File: config.mk
export PLATFORM = sky130hd
export DESIGN_NAME = prog_loader
export DESIGN_NICKNAME = d
export VERILOG_FILES = /design/src/rtl/prog_loader_pkg.sv /design/src/rtl/prog_loader_idle_timer.sv /design/src/rtl/prog_loader.sv
export SDC_FILE = /design/constraint.sdc
export NUM_CORES = 1
export LEC_CHECK = 0
export ABC_AREA = 1
export BUFFER_PORTS_ARGS = -buffer_cell sky130_fd_sc_hd__clkbuf_2
export CORE_MARGIN = 4
export CORE_UTILIZATION = 59
export CTS_CLUSTER_SIZE = 28
export DETAILED_ROUTE_END_ITERATION = 10
export PLACE_DENSITY = 0.8
export SYNTH_ARGS = -nofsm -noshare
export SYNTH_HDL_FRONTEND = slang
export SYNTH_SLANG_ARGS = --single-unit
File: constraint.sdc
create_clock -name clk -period 1.8 [get_ports clk]
set_input_delay 0.54 -clock clk [delete_from_list [all_inputs] [get_ports clk]]
set_output_delay 0.54 -clock clk [all_outputs]
set_load 0.02 [all_outputs]
File: src/rtl/prog_loader_pkg.sv
// prog_loader_pkg: state encoding, default sync marker and state decode helpers for the boot loader
package prog_loader_pkg;
  typedef enum logic [3:0] {
    SYNC, LEN_HI, LEN_LO, DAT_HI, DAT_LO, WRITE, CHECK, RUN, ERROR
  } state_t;
  localparam logic [7:0] SYNC_DEFAULT = 8'hA5;
  function automatic logic rx_state(input state_t s);
    return s inside {SYNC, LEN_HI, LEN_LO, DAT_HI, DAT_LO, CHECK};
  endfunction
  function automatic logic timed_state(input state_t s);
    return rx_state(s) && s != SYNC;
  endfunction
endpackage

File: src/rtl/prog_loader_idle_timer.sv
// idle_timer: counts idle cycles and flags the cycle on which the limit is reached
module idle_timer #(
  parameter int unsigned LIMIT = 1000
) (
  input  logic clk,
  input  logic reset,
  input  logic count,
  input  logic clear,
  output logic expire
);
  localparam int W = $clog2(LIMIT + 1);
  logic [W-1:0] tmo;
  assign expire = count && !clear && tmo == W'(LIMIT - 1);
  // idle counter, cleared by reset, a transfer or leaving the timed states
  always_ff @(posedge clk)
    tmo <= (!reset || clear) ? '0 : count ? tmo + 1'b1 : tmo;
endmodule

File: src/rtl/prog_loader.sv
// prog_loader: framed byte-stream boot loader writing program memory and gating CPU reset
module prog_loader
  import prog_loader_pkg::*;
#(
  parameter int          ADDR_W    = 10,
  parameter int          DATA_W    = 16,
  parameter logic [7:0]  SYNC_BYTE = SYNC_DEFAULT,
  parameter int unsigned TIMEOUT   = 1000
) (
  input  logic              clk,
  input  logic              reset,
  input  logic [7:0]        byte_in,
  input  logic              byte_valid,
  output logic              byte_ready,
  input  logic              reload,
  output logic              mem_we,
  output logic [ADDR_W-1:0] mem_addr,
  output logic [DATA_W-1:0] mem_wdata,
  output logic              cpu_reset,
  output logic              done,
  output logic              error
);
  localparam int CW = ADDR_W + 1;
  localparam logic [31:0] DEPTH = 32'd1 << ADDR_W;
  state_t state, nxt;
  logic [7:0] len_hi, hi, chk;
  logic [CW-1:0] count;
  logic [ADDR_W-1:0] addr;
  logic [15:0] len;
  logic xfer, idle, expire;
  assign xfer = byte_valid && byte_ready;
  assign len = {len_hi, byte_in};
  assign idle = timed_state(state) && !xfer;
  idle_timer #(.LIMIT(TIMEOUT)) u_timer (
    .clk    (clk),
    .reset  (reset),
    .count  (idle),
    .clear  (!idle),
    .expire (expire)
  );
  // next-state logic; an expired idle timer overrides every other transition
  always_comb begin
    nxt = state;
    case (state)
      SYNC:       if (xfer && byte_in == SYNC_BYTE) nxt = LEN_HI;
      LEN_HI:     if (xfer) nxt = LEN_LO;
      LEN_LO:     if (xfer) nxt = (len == 16'd0) ? CHECK : ({16'd0, len} > DEPTH) ? ERROR : DAT_HI;
      DAT_HI:     if (xfer) nxt = DAT_LO;
      DAT_LO:     if (xfer) nxt = WRITE;
      WRITE:      nxt = (count == CW'(1)) ? CHECK : DAT_HI;
      CHECK:      if (xfer) nxt = (byte_in == chk) ? RUN : ERROR;
      RUN, ERROR: if (reload) nxt = SYNC;
      default:    nxt = SYNC;
    endcase
    if (expire) nxt = ERROR;
  end
  // state register and status outputs, registered from the next state
  always_ff @(posedge clk) begin
    state      <= !reset ? SYNC : nxt;
    byte_ready <= !reset || rx_state(nxt);
    cpu_reset  <= !reset || nxt != RUN;
    done       <= reset && nxt == RUN;
    error      <= reset && nxt == ERROR;
  end
  // frame datapath: length, checksum, byte assembly and the memory write port
  always_ff @(posedge clk)
    if (!reset) begin
      len_hi    <= '0;
      hi        <= '0;
      chk       <= '0;
      count     <= '0;
      addr      <= '0;
      mem_we    <= 1'b0;
      mem_addr  <= '0;
      mem_wdata <= '0;
    end else begin
      mem_we <= state == DAT_LO && xfer;
      if (state == SYNC && xfer && byte_in == SYNC_BYTE) chk <= '0;
      if (state == LEN_HI && xfer) len_hi <= byte_in;
      if (state == LEN_LO && xfer) begin
        count <= CW'(len);
        addr  <= '0;
        chk   <= '0;
      end
      if (state == DAT_HI && xfer) begin
        hi  <= byte_in;
        chk <= chk ^ byte_in;
      end
      if (state == DAT_LO && xfer) begin
        chk       <= chk ^ byte_in;
        mem_addr  <= addr;
        mem_wdata <= DATA_W'({hi, byte_in});
      end
      if (state == WRITE) begin
        addr  <= addr + 1'b1;
        count <= count - 1'b1;
      end
    end
endmodule

# ---- Yosys cells after proc, flatten, opt, wreduce, memory -nomap -nowiden
# Index checks and enable logic that the tools add are counted.
dict set report word_totals {
  ff_bits 90
  wordCells 88
}
dict set report op_classes {
  addsub 3
  order_cmp 1
  eq_ne 20
  muxes 21
  bitwise 1
  n_reduce_logical 28
}
# operator n
set op_table {}
lappend op_table {{2-to-1 mux 4 bit} 11}
lappend op_table {{2-to-1 mux 8 bit} 4}
lappend op_table {{case mux 4 bit (8 select lines)} 1}
lappend op_table {{equality test 4 x 3 -> 1 bit (second input constant)} 7}
lappend op_table {{2-to-1 mux 11 bit} 2}
lappend op_table {{adder 10 x 1 -> 10 bit (second input constant)} 2}
lappend op_table {{2-to-1 mux 10 bit} 2}
lappend op_table {{equality test 4 x 2 -> 1 bit (second input constant)} 4}
lappend op_table {{> comparator 16 x 11 -> 1 bit (second input constant)} 1}
lappend op_table {{logical NOT 16 bit} 1}
lappend op_table {{logical AND 1 bit} 13}
lappend op_table {{nonzero test 6 bit} 2}
lappend op_table {{equality test 11 x 1 -> 1 bit (second input constant)} 1}
lappend op_table {{subtractor 11 x 1 -> 11 bit (second input constant)} 1}
lappend op_table {{equality test 10 bit (second input constant)} 1}
lappend op_table {{equality test 4 x 1 -> 1 bit (second input constant)} 2}
lappend op_table {{equality test 4 bit (second input constant)} 2}
lappend op_table {{equality test 8 bit} 1}
lappend op_table {{equality test 8 bit (second input constant)} 1}
lappend op_table {{logical NOT 4 bit} 2}
lappend op_table {{nonzero test 4 bit} 2}
lappend op_table {{bitwise XOR 8 bit} 1}
lappend op_table {{!= test 4 x 3 -> 1 bit (second input constant)} 1}
lappend op_table {{logical NOT 1 bit} 3}
lappend op_table {{other kinds (4)} 6}

# ---- Logic depth before layout (Yosys ltp)
# Gate-level depths: netlist of the first run.
dict set report depth {
  word_depth 9
  depth_mapped 13
}

# ---- Modules after synthesis
# A second synthesis of the first run with hierarchy kept.
dict set report unflattened {
  cells_unflattened 614
  hier_area_um2 4375.4
}
# module n_inst cells_each area_each_um2 seq_area_each_um2
set modules_own_cells {}
lappend modules_own_cells {prog_loader 1 544 3892.5 1601.5}
lappend modules_own_cells {idle_timer 1 70 483.0 200.2}

# ---- Worst setup path after synthesis of the first run
# Ideal clock, no wire load.
dict set report synth_path {
  kind {input port to flip-flop}
  startpoint {input port byte_in[7]}
  endpoint {register byte_ready}
  setup_ns 0.116
  arrival_ns 1.451
  setup_slack_ns 0.233
  cell_stages 13
  cell_sequence {buf_2 inv_1 nand2_1 nand2_1 nand2_1 nor2_1 nand3_1 nand2_1 nand2_1 nand2_1 nand3_1 nor2_1 nor2_1}
}
dict set report synth_via {
  elab_chain_len 9
}
# element line
set synth_rtl {}
lappend synth_rtl {{start: declaration} prog_loader.sv:12} ;# input logic [7:0] byte_in,
lappend synth_rtl {{> comparator 16 x 11 -> 1 bit} prog_loader.sv:47} ;# LEN_LO: if (xfer) nxt = (len == 16'd0) ? CHECK : ({16'd0, len} > DEPTH) ? ERROR : DAT_HI;
lappend synth_rtl {{2-to-1 mux 4 bit (3 in a row)} prog_loader.sv:47}
lappend synth_rtl {{case mux 4 bit (8 select lines) (*)} prog_loader.sv:44} ;# case (state)
lappend synth_rtl {{2-to-1 mux 4 bit (*)} prog_loader.sv:55} ;# if (expire) nxt = ERROR;
lappend synth_rtl {{equality test 4 x 1 -> 1 bit, or another cell as far along} prog_loader_pkg.sv:8} ;# return s inside {SYNC, LEN_HI, LEN_LO, DAT_HI, DAT_LO, CHECK};
lappend synth_rtl {{nonzero test 6 bit (*)} prog_loader_pkg.sv:8}
lappend synth_rtl {{logical OR 1 bit (*)} prog_loader.sv:60} ;# byte_ready <= !reset || rx_state(nxt);
lappend synth_rtl {{end signal: assignment} prog_loader.sv:60}
lappend synth_rtl {{end: declaration} prog_loader.sv:14} ;# output logic byte_ready,
# Every way passes the cells marked *; elsewhere a longest branch is shown, timed or not.
# A chain may end at the register's enable or synchronous reset.

# ---- Worst setup path in the final report of the first run
dict set report layout_path {
  startpoint {register state[0]}
  endpoint {register byte_ready}
}
dict set report layout_via {
  elab_chain_len 9
}
# element line
set layout_rtl {}
lappend layout_rtl {{start: declaration} prog_loader.sv:25} ;# state_t state, nxt;
lappend layout_rtl {{start signal: assignment} prog_loader.sv:59} ;# state <= !reset ? SYNC : nxt;
lappend layout_rtl {{equality test 4 x 1 -> 1 bit, or another cell as far along} {prog_loader_pkg.sv:8, prog_loader.sv:44}}
lappend layout_rtl {{nonzero test 6 bit} prog_loader_pkg.sv:8}
lappend layout_rtl {{logical AND 1 bit} prog_loader_pkg.sv:11} ;# return rx_state(s) && s != SYNC;
lappend layout_rtl {{logical AND 1 bit} prog_loader.sv:33} ;# assign idle = timed_state(state) && !xfer;
lappend layout_rtl {{logical AND 1 bit} prog_loader_idle_timer.sv:13} ;# assign expire = count && !clear && tmo == W'(LIMIT - 1);
lappend layout_rtl {{2-to-1 mux 4 bit (*)} prog_loader.sv:55}
lappend layout_rtl {{equality test 4 x 1 -> 1 bit, or another cell as far along} prog_loader_pkg.sv:8}
lappend layout_rtl {{nonzero test 6 bit (*)} prog_loader_pkg.sv:8}
lappend layout_rtl {{logical OR 1 bit (*)} prog_loader.sv:60}
# Marks and branches as above.

==> reports/results.txt, run 1 <==
Status - complete, no violations
Final setup viols - 0
Via-per-instance ratio - 5.38
Routed via count - 3,946
Synth Flop Type - dfxtp_1
Initial antenna violation count - 0
Share of cells above drive strength 1 - 16.3%
Clock Skews - 0.0121 ns
Final RePlAce weighted congestion - 0.896
Overall routed net length - 9310 µm
Worst min path class - reg -> reg
# port buffers - 42
FF+latch count, synth - 90
Data required time of the critical path - 2.04 ns
Critical path launch point type - register
Initial core utilization - 61.4%
First-pass GRT wire length - 16,000 µm
CTS Buffer Depth - 2
Htree depth - 3
Power density cells - 755 nW/µm²
Cells along the critical path - nand2_1, inv_2, nand2_2, nor2_8, nor2_1, nand2_1, a21oi_1, nand2_1, nand3_1, nor2_1, nor2_1
Setup CP Type - reg -> reg
RSZ-0062 raised after global routing - false
Worst-Margin Slew - 0.414 ns
Core Rows - 30
Largest fanout on the critical path - 9
Worst Hold Launch - mem_wdata[4]
Slew HR - 72.2%
Synth Cell Area - 4190 µm²
Largest net degree at the start of global routing - 55
Post-route ant nets - 0
Cts bufs inserted - 9
DR pass1 iterations - 7
Avg WL per Cell - 12.7 µm
Clk pin slew, worst setup/hold paths - 0.09 ns
Tcrit/Tclk final - 92.1%
FMAX - 603 MHz
Slew Limit Fails - 0
Clk sinks - 90
Unique masters post-synth - 43
Hold-fix buffers, CTS - 0
Most common cell after layout, fill and taps aside - nand2_1
Gr ovfl total - 0
DRC errors left - 0
Power, Total - 3.60 mW
Vias in the first global route - 3,608
Height of the die - 92.3 µm
Pleak - 1.94 nW
Post-CTS Setup Repair Bufs - 0
Initial drt markers - 265
Family with the most delay on the worst path - simple AND/OR/NAND/NOR gates
Die Wd - 92.3 µm
Worst vdd ir - 0.483 mV
DP HPWL - 6540 µm
Worst-path cell with the longest stage delay - dfxtp_1
Post-layout util - 69.9%
Setup TNS - 0 ns
Top-Level Pins - 43
Arr. time, crit path - 1.89 ns
Post-synth EDFFs - 0
Crit path largest cell delay - 0.56 ns
Post-synth ARST share - 0%
Worst-Skew Late Latency - 0.35 ns
Net count after synthesis - 604
Root buffer cell - clkbuf_8
Die ar. - 8520 µm²
Final #Nets - 649
Reg2reg start - state[0]
Final Instance Count excl. Fillers - 734
Post-Place Cells - 718
Critical path endpoint category - register
Max Cap Viol - 0
Antenna fix cells - 0
Buffer and inverter count on the worst path - 1
Syn Area/Cell - 7.13 µm²
Mapped Cells - 588
CTS tree - yes
Tmin final - 1.66 ns
Gr usage total - 22.9%
Crit path from - state[0]
Final Hold Viols - 0
Core area - 6830 µm²
Sequential fraction of the synthesis area - 43.0%
P&R area growth vs syn - 13.8%
Post-CTS resize count - 0
Commonest cells after routing, fill and taps aside - nand2_1, dfxtp_1, inv_1, a21oi_1, nor2_1
Warnings, synthesis - 0
-- routing by layer --
metal / GRT usage (%) / wire (µm) / vias up
met4: 8.91 / 187 / 0
met2: 36.6 / 4260 / 127
met3: 4.71 / 577 / 20
met1: 30.4 / 4290 / 1807
li1: - / - / 1992
met5: 0 / 0 / -
-- report_power, final --
group          internal [mW]  switching [mW]
sequential              1.99        0.000267
clock                  0.787           0.688
combinational         0.0420          0.0959
total                   2.82           0.784
-- cell usage after synthesis (2+ instances only) --
cell      instances  area share [%]
nand2_1         106             9.5
dfxtp_1          90              43
inv_1            77             6.9
a21oi_1          68             8.1
nor2_1           61             5.5
o21ai_0          53             6.3
nand3_1          32             3.8
clkbuf_1         12             1.1
inv_2            10            0.90
nand4_1           7             1.0
a31oi_1           6            0.90
nor3_1            6            0.72
buf_2             5            0.60
nand2_2           5            0.75
a211oi_2          4             1.2
ha_1              4             1.2
nor2_2            4            0.60
xor2_1            4            0.84
buf_4             3            0.54
a211oi_1          2            0.36
clkbuf_2          2            0.24
nand2_4           2            0.54
nor2_4            2            0.54
o21ai_1           2            0.24
o21bai_1          2            0.36
o22ai_1           2            0.30
-- path summary, 6_finish.rpt --
check,to,slack [ns],cells past startpoint
hold / removal,mem_wdata[4],0.44,2
setup / recovery,byte_ready,0.14,11
hold reg to reg,mem_wdata[4],0.44,2
setup reg to reg,byte_ready,0.14,11
-- sequential cells by signal (all words and copies together), names as in the netlist --
| name | count |
|---|---|
| chk | 8 |
| count | 11 |
| hi | 8 |
| mem_addr | 10 |
| error | 1 |
| u_timer.tmo | 10 |
| mem_wdata | 16 |
| mem_we | 1 |
| state | 4 |
| byte_ready | 1 |
| done | 1 |
| addr | 10 |
| len_hi | 8 |
| cpu_reset | 1 |
-- cell families after synthesis --
kind of cell,Yosys count,synth area share [%]
AND/OR/NAND/NOR,233,25.1
AO/OA/AOI/OAI,144,19.0
flip-flops,90,43.0
buffers and inverters,112,10.7
adder cells (fa/ha/maj),4,1.19
XOR/XNOR,5,1.04
-- metrics by stage --
step / hold slack (ns) / cell area, µm² / setup slack, ns
4_1_cts: 0.448 / 4770 / 0.172
6_report: 0.444 / 4770 / 0.141
2_1_floorplan: 0.413 / 4190 / 0.233
3_3_place_gp: 0.422 / 4560 / 0.0151
5_1_grt: 0.469 / 4770 / 0.0192
3_5_place_dp: 0.434 / 4560 / -0.0267
-- worst min-delay path, cell delays in order, from the launching register on --
cell     delay (ns)
dfxtp_1        0.32
inv_1          0.04
a21oi_1        0.05
-- final cells by class --
| class | instances | area [µm²] |
|---|---|---|
| tap | 96 | 120 |
| inverter | 89 | 337 |
| clock buffer | 12 | 135 |
| timing repair buffer | 57 | 360 |
| sequential | 90 | 1800 |
| multi-input combinational | 386 | 1940 |
| clock inverter | 4 | 76.3 |
| fill | 613 | 2060 |
Note: power is estimated with default switching activity, not from simulation.
==> run 2: changes to the inputs <==
CORE_ASPECT_RATIO = 0.5   (was not set)
GPL_TIMING_DRIVEN = 0   (was not set)
==> reports/results.txt, run 2 (synthesized netlist as in run 1, its figures left out) <==
Share of cells above drive strength 1 - 15.6% (-0.72 points)
Largest regs - mem_wdata (16), count (11)
Initial core utilization - 61.9% (+0.48 points)
Switching share of power - 21.9% (+0.16 points)
Critical path endpoint category - register
Worst-path cell with the longest stage delay - clkbuf_1
# port buffers - 37 (-12%)
Avg WL per Cell - 13.8 µm (+8.5%)
Final RePlAce weighted congestion - 0.897 (+0.20%)
Worst min path class - reg -> reg
Initial drt markers - 374 (+41%)
NetSw - 0.882 mW (+13%)
First-pass GRT wire length - 16,500 µm (+3.5%)
Most common cell after layout, fill and taps aside - nand2_1
Tcrit/Tclk final - 94.3% (+2.2 points)
Max Cap Viol - 0 (unchanged)
Status - complete, no violations
Largest fanout on the critical path - 10 (+1)
DR pass1 iterations - 6 (-1)
Worst vdd ir - 0.728 mV (+51%)
Final Hold Viols - 0 (unchanged)
DRC errors left - 0 (unchanged)
Final setup viols - 0 (unchanged)
Tmin final - 1.70 ns (+0.0387 ns)
Worst-Skew Late Latency - 0.35 ns (about the same)
Die Wd - 127 µm (+38%)
FMAX - 589 MHz (-2.3%)
Clk sinks - 90 (unchanged)
P&R area growth vs syn - 15.2%
Cts bufs inserted - 9 (unchanged)
Pleak - 1.94 nW (+0.24%)
DP HPWL - 7200 µm (+10%)
Most flop-heavy register - mem_wdata
CTS Buffer Depth - 2 (unchanged)
Via-per-instance ratio - 5.35 (-0.51%)
Internal power - 3.14 mW (+12%)
Htree depth - 3 (unchanged)
Crit path largest cell delay - 0.44 ns (-0.12 ns)
Final #Nets - 653 (+0.62%)
Gr usage total - 24.7% (+1.8 points)
Cell repeated most along the worst path - clkbuf_1
Placed inst area - 4490 µm² (-1.5%)
Family with the most delay on the worst path - buffers and inverters
CTS tree - yes
Overall routed net length - 10,100 µm (+8.5%)
Power, Total - 4.03 mW (+12%)
Power density cells - 833 nW/µm² (+10%)
Height of the die - 67.6 µm (-27%)
Slew HR - 61.4% (-11 points)
Setup CP Type - in -> reg
Placement Setup Slack - -0.260 ns (-0.234 ns)
Worst-Margin Slew - 0.579 ns (+0.165 ns)
Critical path launch point type - input port
Commonest cells after routing, fill and taps aside - nand2_1, dfxtp_1, inv_1, a21oi_1, nor2_1
Core Rows - 21 (-30%)
Largest net degree at the start of global routing - 16 (-71%)
Post-route ant nets - 0 (unchanged)
Antenna fix cells - 0 (unchanged)
Clock share of power - 47.2% (+6.3 points)
Non-Filler Cell Area, Final - 4830 µm² (+1.2%)
Comb pwr share - 3.4% (-0.4 points)
Core area - 6780 µm² (-0.77%)
Buffer and inverter count on the worst path - 3 (+2)
Arr. time, crit path - 1.97 ns (+0.08 ns)
Gr ovfl total - 0 (unchanged)
Data required time of the critical path - 2.08 ns (+0.04 ns)
Cells along the critical path - clkbuf_1, clkinvlp_4, clkbuf_1, a21oi_1
Clock Skews - 0.00905 ns (-0.00303 ns)
Top-Level Pins - 43 (unchanged)
RSZ-0062 raised after global routing - false
Slew Limit Fails - 0 (unchanged)
Post-layout util - 71.3% (+1.4 points)
Initial antenna violation count - 0 (unchanged)
Root buffer cell - clkbuf_16
Setup ws final - 0.103 ns (-0.0387 ns)
Part of the power in registers - 49.5% (-5.7 points)
Die ar. - 8600 µm² (+0.97%)
Routed via count - 3,926 (-0.51%)
Max FFs per register - 16 (unchanged)
Clk pin slew, worst setup/hold paths - 0.07 ns (-0.02 ns)
Setup TNS - 0 ns (unchanged)
Vias in the first global route - 3,423 (-5.1%)
-- run 2: cell count changes in the layout (fill, tap and decap cells not counted), moves of 2 or more --
cell / change
clkbuf_2: -3
clkbuf_1: +10
clkbuf_8: -8
buf_2: +5
buf_12: -2
buf_4: -9
clkinvlp_4: +3
clkbuf_16: +9
-- run 2: power by group through the flow --
stage	Combinational (mW)	Clock, mW	Sequential, mW
2_1_floorplan	0.0825	0	2.04
4_1_cts	0.132	1.92	1.99
3_3_place_gp	0.129	0	2.04
6_report	0.136	1.90	1.99
5_1_grt	0.149	2.01	1.99
3_5_place_dp	0.131	0	2.04
-- run 2: tightest hold or removal path: cells and delay by family (launching register included) --
| family | cells | cell delay (ns) |
|---|---|---|
| AOI/OAI and AO/OA | 1 | 0.05 |
| DFF | 1 | 0.31 |
| buffers and inverters | 1 | 0.04 |
-- run 2: cell type report --
type,count,area [µm²]
Inverter,89,340
Multi-Input combinational cell,386,1950
Sequential cell,90,1800
Clock buffer,11,243
Timing Repair Buffer,38,205
Clock inverter,5,61.3
Fill cell,583,1950
Buffer,23,114
Tap cell,92,115
-- run 2: layer usage --
metal,track usage [%],vias to the layer above,wire length (µm)
li1,-,2009,-
met1,33.7,1794,4850
met2,38.9,115,4480
met3,6.87,8,680
met4,6.82,0,88
met5,0,-,0
-- run 2: metrics by stage --
| step | std cells | hold WS (ns) |
|---|---|---|
| after floorplan | 588 | 0.413 |
| after global placement | 717 | 0.426 |
| after detailed placement | 717 | 0.432 |
| after CTS | 733 | 0.443 |
| after global routing | 734 | 0.466 |
| final | 734 | 0.442 |
-- run 2: path summary, 6_finish.rpt --
kind	start	cells after the start	slack, ns	to
max	reset	4	0.10	addr[1]
min	mem_addr[3]	2	0.44	mem_addr[3]
max reg2reg	state[2]	7	0.16	addr[4]
min reg2reg	mem_addr[3]	2	0.44	mem_addr[3]
-- run 2: timing repair --
| action | CTS | global route |
|---|---|---|
| resized for setup | 0 | 3 |
| buffers inserted | 0 | 1 |
| hold buffers | 0 | 0 |
| setup endpoints to repair | 0 | 12 |
| endpoints found under the hold margin | 0 | 0 |
==> run 3: changes to the inputs <==
--- a/config.mk
+++ b/config.mk
@@ -15,2 +15,3 @@
 export GPL_TIMING_DRIVEN = 0
+export MAX_ROUTING_LAYER = met4
 export PLACE_DENSITY = 0.8
==> constraint.sdc (replaced) <==
create_clock -name clk -period 1.8 [get_ports clk]
set_input_delay 0.09 -clock clk [delete_from_list [all_inputs] [get_ports clk]]
set_output_delay 0.09 -clock clk [all_outputs]
set_load 0.02 [all_outputs]
==> reports/results.txt, run 3 (synthesized netlist as in run 1, its figures left out) <==
Post-Place Cells - 717 (unchanged)
Cell repeated most along the worst path - nand2_1
Gr usage total - 24.8% (+0.12 points)
R2R Path End - chk[4]
DP HPWL - 7120 µm (-1.0%)
Final #Nets - 653 (unchanged)
Share of cells above drive strength 1 - 15.0% (-0.62 points)
Hold-fix buffers, CTS - 0 (unchanged)
Die Wd - 127 µm (unchanged)
Avg WL per Cell - 13.5 µm (-2.1%)
R2R Setup Slk - 0.11 ns (-0.05 ns)
Final Instance Count excl. Fillers - 734 (unchanged)
Comb pwr share - 3.5% (about the same)
Initial drt markers - 336 (-10%)
Gr ovfl total - 0 (unchanged)
Post-route ant nets - 0 (unchanged)
Cts bufs inserted - 9 (unchanged)
Core area - 6780 µm² (unchanged)
Non-Filler Cell Area, Final - 4780 µm² (-1.0%)
Via-per-instance ratio - 5.34 (about the same)
Internal power - 2.97 mW (-5.5%)
P&R area growth vs syn - 14.0%
WHS Endpoint - hi[7]
Clock share of power - 44.5% (-2.7 points)
Setup CP Type - reg -> reg
R2R cell count - 8 (+1)
Slew HR - 63.9% (+2.5 points)
Power density cells - 801 nW/µm² (-3.9%)
FMAX - 590 MHz (+0.18%)
Worst-path cell with the longest stage delay - dfxtp_1
Largest regs - mem_wdata (16), count (11)
Clock Skews - 0.00729 ns (-0.00176 ns)
Status - complete, no violations
Commonest cells after routing, fill and taps aside - nand2_1, dfxtp_1, inv_1, a21oi_1, nor2_1
DRC errors left - 0 (unchanged)
Core Rows - 21 (unchanged)
Data required time of the critical path - 2.06 ns (-0.02 ns)
Most flop-heavy register - mem_wdata
NetSw - 0.861 mW (-2.4%)
First-pass GRT wire length - 16,200 µm (-2.0%)
Tcrit/Tclk final - 94.1% (-0.17 points)
Switching share of power - 22.5% (+0.56 points)
Worst min path class - in -> reg
Routed via count - 3,923 (-0.076%)
Top-Level Pins - 43 (unchanged)
Worst hold path depth - 3 (+1)
Tmin final - 1.69 ns (-0.00307 ns)
# port buffers - 37 (unchanged)
Cells along the critical path - nand2_2, inv_2, nand3_2, nand2_1, nor3_4, buf_12, nand2_1, a21oi_1
Setup TNS - 0 ns (unchanged)
RSZ-0062 raised after global routing - false
Slew Limit Fails - 0 (unchanged)
Pleak - 1.93 nW (-0.48%)
Worst-Skew Late Latency - 0.34 ns (about the same)
Height of the die - 67.6 µm (unchanged)
Root buffer cell - clkbuf_16
Arr. time, crit path - 1.96 ns (about the same)
Vias in the first global route - 3,455 (+0.93%)
Fillers - 590 (+1.2%)
CTS tree - yes
Initial antenna violation count - 0 (unchanged)
Post-layout util - 70.5% (-0.72 points)
Htree depth - 3 (unchanged)
Crit path largest cell delay - 0.31 ns (-0.13 ns)
Part of the power in registers - 52.0% (+2.5 points)
Largest net degree at the start of global routing - 15 (-1)
Max FFs per register - 16 (unchanged)
Die ar. - 8600 µm² (unchanged)
DR pass1 iterations - 5 (-1)
Placed inst area - 4490 µm² (unchanged)
Critical path endpoint category - register
Max Cap Viol - 0 (unchanged)
Critical path launch point type - register
Clk sinks - 90 (unchanged)
Power, Total - 3.83 mW (-4.8%)
Most common cell after layout, fill and taps aside - nand2_1
Final Hold Viols - 0 (unchanged)
CTS Buffer Depth - 2 (unchanged)
Reg2reg start - byte_ready
Worst-Margin Slew - 0.541 ns (-0.0381 ns)
Final RePlAce weighted congestion - 0.877 (-2.2%)
Initial core utilization - 61.9% (unchanged)
Largest fanout on the critical path - 10 (unchanged)
Final setup viols - 0 (unchanged)
Clk pin slew, worst setup/hold paths - 0.06 ns (about the same)
Antenna fix cells - 0 (unchanged)
Worst Hold Launch - byte_in[7]
Worst vdd ir - 0.486 mV (-33%)
Overall routed net length - 9880 µm (-2.1%)
run 3: changes by cell type in the layout (fill, tap and decap cells not counted), sizes merged:
cell,previous run,this run
inv,89,88
clkbuf,62,64
clkinv,0,4
bufinv,1,0
clkinvlp,4,0
run 3: critical path, delay by kind of cell (launching register included):
| family | cells | cell delay [ns] |
|---|---|---|
| AOI/OAI and AO/OA | 1 | 0.13 |
| and+or+nand+nor | 5 | 0.90 |
| DFF | 1 | 0.31 |
| buffers and inverters | 2 | 0.26 |
run 3: metrics by stage:
stage | setup WS (ns) | hold slack [ns]
final | 0.106 | 0.131
after global routing | 0.00151 | 0.121
after global placement | 0.152 | 0.426
after floorplan | 0.332 | 0.238
after detailed placement | 0.125 | 0.431
after CTS | 0.107 | 0.115
run 3: cell type report:
cell class | count | area [µm²] | share of cell area, %
inverters | 89 | 337 | 7.04
multi-input cells | 386 | 1940 | 40.6
plain buffers | 23 | 114 | 2.38
clock buffers | 13 | 240 | 5.02
flip-flops and latches | 90 | 1800 | 37.7
repair buffers | 38 | 205 | 4.29
clock inverters | 3 | 26.3 | 0.549
well taps | 92 | 115 | 2.41
run 3: repair_timing:
item / in CTS / in global routing
setup endpoints to repair: 0 / 5
gates resized for setup: 0 / 1
buffers inserted: 0 / 1
run 3: worst max path at each step:
stage                              end  slack (ns)  cells past startpoint        from
after floorplan              len_hi[6]        0.33                      6  byte_ready
after global placement          chk[2]        0.15                      7  byte_ready
after detailed placement        chk[0]        0.12                      7  byte_ready
after CTS                       chk[4]        0.11                      7  byte_ready
after global routing      mem_wdata[9]       0.002                      6    state[2]
final                           chk[4]        0.11                      8  byte_ready
run 3: power by group through the flow:
stage          combinational, mW  clock, mW  sequential, mW
6_report                   0.134       1.71            1.99
3_5_place_dp               0.130          0            2.04
5_1_grt                    0.146       1.82            1.99
4_1_cts                    0.131       1.72            1.99
3_3_place_gp               0.128          0            2.04
2_1_floorplan             0.0825          0            2.04
run 3: routing by layer:
metal  up-vias  wire length [µm]  global-route usage [%]
met1      1779              4750                    31.9
met3        11               756                    5.69
met4         0                93                    8.16
met5         -                 0                       -
li1       2008                 -                       -
met2       125              4280                    39.5
